### config.mk
export PLATFORM = sky130hd
export DESIGN_NAME = axis_pkt_arbiter
export DESIGN_NICKNAME = d
export VERILOG_FILES = /design/src/rtl/axis_pkt_arbiter.sv
export SDC_FILE = /design/constraint.sdc
export NUM_CORES = 1
export LEC_CHECK = 0
export CAP_MARGIN = 10
export CELL_PAD_IN_SITES_DETAIL_PLACEMENT = 0
export CELL_PAD_IN_SITES_GLOBAL_PLACEMENT = 1
export CORE_MARGIN = 1
export CORE_UTILIZATION = 20
export CTS_CLUSTER_DIAMETER = 120
export DETAILED_ROUTE_END_ITERATION = 6
export PLACE_DENSITY_LB_ADDON = 0.1
export SLEW_MARGIN = 10
export SYNTH_ARGS = -nofsm -noshare
export SYNTH_HDL_FRONTEND = slang
export SYNTH_SLANG_ARGS = --single-unit
### constraint.sdc
create_clock -name clk -period 2.8 [get_ports clk]
set_input_delay 0.56 -clock clk [delete_from_list [all_inputs] [get_ports clk]]
set_output_delay 0.56 -clock clk [all_outputs]
set_load 0.05 [all_outputs]
### src/rtl/axis_pkt_arbiter.sv
// Packet-aware round-robin arbiter: N_SRC AXI-Stream sources share one output,
// with the grant held for a whole packet and a beat limit that force-terminates runaway packets.
module axis_pkt_arbiter #(
   parameter int N_SRC     = 4,
   parameter int DATA_W    = 32,
   parameter int MAX_BEATS = 16
) (
   input  logic                          clk,
   input  logic                          reset,
   input  logic [N_SRC*DATA_W-1:0]       s_data,
   input  logic [N_SRC-1:0]              s_valid,
   output logic [N_SRC-1:0]              s_ready,
   input  logic [N_SRC-1:0]              s_last,
   output logic [DATA_W-1:0]             m_data,
   output logic                          m_valid,
   input  logic                          m_ready,
   output logic                          m_last,
   output logic [N_SRC-1:0]              grant,
   output logic                          busy,
   output logic [$clog2(MAX_BEATS+1)-1:0] beat_cnt,
   output logic                          err_trunc
);

   localparam int CNT_W = $clog2(MAX_BEATS + 1);
   localparam int PTR_W = (N_SRC > 1) ? $clog2(N_SRC) : 1;

   // Handshake: a beat moves on a rising edge where m_valid && m_ready; the
   // granted source sees s_ready = m_ready, every other source sees 0.
   typedef enum logic {IDLE, BUSY} state_t;

   state_t             state_q, state_d;
   logic [PTR_W-1:0]   ptr_q, ptr_d;
   logic [N_SRC-1:0]   grant_q, grant_d;
   logic [CNT_W-1:0]   beat_q, beat_d;
   logic               err_q, err_d;

   logic [DATA_W-1:0]  g_data;
   logic               g_valid;
   logic               g_last;
   logic [PTR_W-1:0]   g_idx;
   logic               at_limit;
   logic               xfer;

   logic               found;
   logic [N_SRC-1:0]   pick_oh;
   logic [PTR_W:0]     scan_sum;
   logic [PTR_W-1:0]   scan_idx;

   // Granted-source mux; grant_q is one-hot or zero, so at most one term hits.
   always_comb begin
      g_data  = '0;
      g_valid = 1'b0;
      g_last  = 1'b0;
      g_idx   = '0;
      for (int i = 0; i < N_SRC; i++) begin
         if (grant_q[i]) begin
            g_data  = s_data[i*DATA_W +: DATA_W];
            g_valid = s_valid[i];
            g_last  = s_last[i];
            g_idx   = PTR_W'(i);
         end
      end
   end

   assign busy      = (state_q == BUSY);
   assign at_limit  = (beat_q == CNT_W'(MAX_BEATS - 1));
   assign m_valid   = busy & g_valid;
   assign m_data    = busy ? g_data : '0;
   assign m_last    = busy & (g_last | at_limit);
   assign s_ready   = busy ? (grant_q & {N_SRC{m_ready}}) : '0;
   assign xfer      = m_valid & m_ready;
   assign grant     = grant_q;
   assign beat_cnt  = beat_q;
   assign err_trunc = err_q;

   // Round-robin scan starting at ptr_q; ptr_q + k stays below 2*N_SRC.
   always_comb begin
      found    = 1'b0;
      pick_oh  = '0;
      scan_sum = '0;
      scan_idx = '0;
      for (int k = 0; k < N_SRC; k++) begin
         scan_sum = {1'b0, ptr_q} + (PTR_W+1)'(k);
         if (scan_sum >= (PTR_W+1)'(N_SRC)) begin
            scan_sum = scan_sum - (PTR_W+1)'(N_SRC);
         end
         scan_idx = scan_sum[PTR_W-1:0];
         if (!found && s_valid[scan_idx]) begin
            found             = 1'b1;
            pick_oh[scan_idx] = 1'b1;
         end
      end
   end

   always_comb begin
      state_d = state_q;
      ptr_d   = ptr_q;
      grant_d = grant_q;
      beat_d  = beat_q;
      err_d   = err_q;
      case (state_q)
         IDLE: begin
            if (found) begin
               state_d = BUSY;
               grant_d = pick_oh;
               beat_d  = '0;
            end
         end
         BUSY: begin
            if (xfer) begin
               if (m_last) begin
                  state_d = IDLE;
                  grant_d = '0;
                  beat_d  = '0;
                  ptr_d   = (int'(g_idx) == N_SRC - 1) ? '0 : g_idx + 1'b1;
                  // Last forced by the beat limit rather than by the source.
                  if (!g_last) begin
                     err_d = 1'b1;
                  end
               end else begin
                  beat_d = beat_q + 1'b1;
               end
            end
         end
         default: state_d = IDLE;
      endcase
   end

   always_ff @(posedge clk or negedge reset) begin
      if (!reset) begin
         state_q <= IDLE;
         ptr_q   <= '0;
         grant_q <= '0;
         beat_q  <= '0;
         err_q   <= 1'b0;
      end else begin
         state_q <= state_d;
         ptr_q   <= ptr_d;
         grant_q <= grant_d;
         beat_q  <= beat_d;
         err_q   <= err_d;
      end
   end

endmodule

==> key figures <==
Run status
  – Status: completed

Logic synthesis
  – Top cell type by total area after synthesis: dfrtp_1
  – Top-area cell type share of the netlist area: 0.157
  – Synthesized area: just over 2000 um2
  – Post-synth top cells: nor2_1, nor3_1, a221oi_1, a21oi_1, clkbuf_1
  – Yosys cell types: 45
  – Yosys Warn Count: 0
  – Avg Cell Area, Syn: ~7 um2
  – Commonest register cell after synthesis: dfrtp_1
  – Register area share after synthesis: 0.157
  – Ys async rst share: 1.00
  – Area contributors post-synth: dfrtp_1, a221oi_1, nor2_1
  – Synth Net Count: ~450
  – Post-synth EDFFs: 0
  – Synth Register Bits: 13
  – Most common cell in the netlist: nor2_1
  – Syn Inst Count: 299

Critical path
  – Worst R2R Path Depth: 7
  – CP required: 2.24 ns
  – Slowest cell on crit path: clkdlybuf4s50_1
  – R2r setup slk: roughly 0.5 ns
  – CP Class: input pin to output pin
  – Slowest stage delay, CP: 0.64 ns
  – R2r startpoint: beat_cnt[0]$_DFFE_PN0P_
  – Crit end category: output pin
  – Worst path arrival time: 2.07 ns
  – FF-to-FF End: beat_cnt[3]$_DFFE_PN0P_
  – CP startpoint kind: input pin
  – Cells along the critical path: clkdlybuf4s50_1, a211oi_1, o41ai_2, and2_1, buf_12
  – Crit path from: s_valid[0]
  – Crit-path max FO: 8

STA
  – Fmax: 380 MHz
  – Worst hold slack: 0.480 ns
  – Slew Viols, Final: 0
  – Final setup viols: 0
  – Max-slew headroom: 0.582
  – Total Neg Setup Slack: 0 ns
  – Clock skew: 0.00508 ns
  – Min Tclk post-route: 2.63 ns
  – Tcrit/Tclk final: 0.940
  – RSZ-0062 raised after global routing: no
  – Final Hold Viols: 0
  – Slew at the pin closest to its max-slew limit: 0.626 ns

Route
  – Via count: 3019
  – Total routed wirelength: 10000 um
  – DRT antenna net count: 0
  – Iter 0 DRT Violations: 177
  – DR pass1 iterations: 4
  – Per-cell routed wire length: 16.4 um
  – DRC: 0
  – Vias/cell: 4.95

Power and ir drop
  – Sw Ratio: 0.608
  – Clock power share: 0.030
  – Total power: 5.70 mW
  – Worst VDD drop: 942 uV
  – Internal: between 2 and 2.5 mW
  – PD cells: 1340 nW/um2
  – P_sw: 3.46 mW
  – Static Leak: 1.69 nW
  – Share of power burned in registers: 0.068
  – Combinational share of power: 0.902

Clocking
  – Max clock buf depth: 2
  – Total CTS buffers: 3
  – H-tree levels: 1
  – Clk root buf: clkbuf_8
  – Worst skew pair latency: 0.24 ns
  – CTS tree: yes
  – Hold buffers post-CTS: 0
  – Post-CTS Resized: 0
  – Post-CTS setup buffers: 0
  – Worst-path clk slew: 0.05 ns
  – Clock sink count: 13

Floorplanning
  – I/O pin count: 188
  – Core area: between 9000 and 10000 um2
  – Die Wd: about 100 um
  – Site Rows: 36
  – Die ar.: 10800 um2
  – Initial Util: 0.209
  – Chip height: approximately 100 um

Global routing
  – GRT overflow: 0
  – Largest net degree at the start of global routing: 44
  – GRT Util Overall: 0.180
  – Vias in the first global route: 2988
  – First-pass GRT wire length: 15800 um
  – Antenna violations before repair: 0

Worst hold path
  – Hold Path End: err_trunc$_DFFE_PN0P_
  – HP Class: flop to flop
  – HP Start: err_trunc$_DFFE_PN0P_
  – WHS Path Cells: 1

Cells and area
  – # nets final: 627
  – Number of diodes: 0
  – P&R area growth vs syn: 105%
  – Fillers: 1040
  – Layout cells sized above 1: 0.226

Run
  – MaxCap Viol Count: 0

Placement
  – DP Wirelength: 7560 um
  – GPL Wtd Cong: roughly 0.85
  – Number of port buffers: around 190
## placed cells by master, fill, tap and decap left out, types with 2 or more instances in the layout
cell type and count:
a211oi_1 2, a21oi_1 34, a21oi_2 2, a221o_1 4, a221oi_1 36, and3_1 6
buf_12 9, buf_4 49, clkbuf_8 3, clkdlybuf4s50_1 147, dfrtp_1 12, ha_1 10
inv_1 4, inv_2 2, mux4_2 2, nand2_1 5, nand3_1 3, nand4_1 2
nor2_1 37, nor2_2 30, nor2b_1 6, nor2b_2 2, nor3_1 39, nor3b_1 4
o211ai_1 2, o41ai_2 2, or4_1 2
## flip-flops by register name, indices dropped and copies added (netlist names)
signal	cells
busy	1
beat_cnt	5
grant	4
ptr_q	2
err_trunc	1
## power by group through the flow
stage | Clock (mW) | Sequential [mW] | Combinational, mW
3_5_place_dp | 0 | 0.394 | 5.18
5_1_grt | 0.185 | 0.405 | 5.49
4_1_cts | 0.177 | 0.392 | 5.20
6_report | 0.168 | 0.390 | 5.14
2_1_floorplan | 0 | 0.505 | 3.37
3_3_place_gp | 0 | 0.394 | 5.17
## routing by layer
metal	vias up	track usage	wire (um)
li1	1488	-	-
met4	0	0.0265	79
met3	6	0.0321	581
met2	118	0.327	4890
met5	-	0	0
met1	1407	0.224	4450
## how the worst max path moves through the flow
stage | endpoint | slack [ns] | cells past startpoint
2_1_floorplan | m_data[21] | 0.12 | 8
3_3_place_gp | m_last | 0.17 | 5
3_5_place_dp | m_last | 0.15 | 5
4_1_cts | m_last | 0.15 | 5
5_1_grt | m_data[23] | 0.01 | 7
6_report | m_valid | 0.17 | 5
## layout make-up
type	instances	area [um2]	share of cell area
clock buffers	4	45.0	0.0106
multi-input cells	248	1670	0.392
well taps	133	166	0.0392
flip-flops and latches	13	327	0.0769
inverters	7	26.3	0.00618
repair buffers	205	2020	0.475
## cells by family (layout without fill, tap and decap cells)
kind of cell / after synthesis / count (layout) / share of synthesized area
AO/OA/AOI/OAI: 91 / 91 / 0.328
adder cells (fa/ha/maj): 10 / 10 / 0.0604
buffers and inverters: 38 / 216 / 0.0779
flip-flops: 13 / 13 / 0.157
multiplexers: 5 / 5 / 0.0465
AND/OR/NAND/NOR: 142 / 142 / 0.330
## through the flow
step / cell area, um2 / std cells / util / worst slack (ns)
floorplan: 2150 / 299 / - / 0.117
global placement: 4200 / 606 / 0.424 / 0.167
detailed placement: 4200 / 606 / 0.424 / 0.154
CTS: 4250 / 610 / 0.429 / 0.154
global route: 4250 / 610 / 0.429 / 0.0114
finish: 4250 / 610 / 0.429 / 0.168
## critical path: cells and delay by family
family / cells / cell delay [ns]
AOI/OAI and AO/OA: 2 / 0.49
buffers and inverters: 2 / 0.79
and+or+nand+nor: 1 / 0.24
No activity file was read; power rests on OpenSTA's default activity.
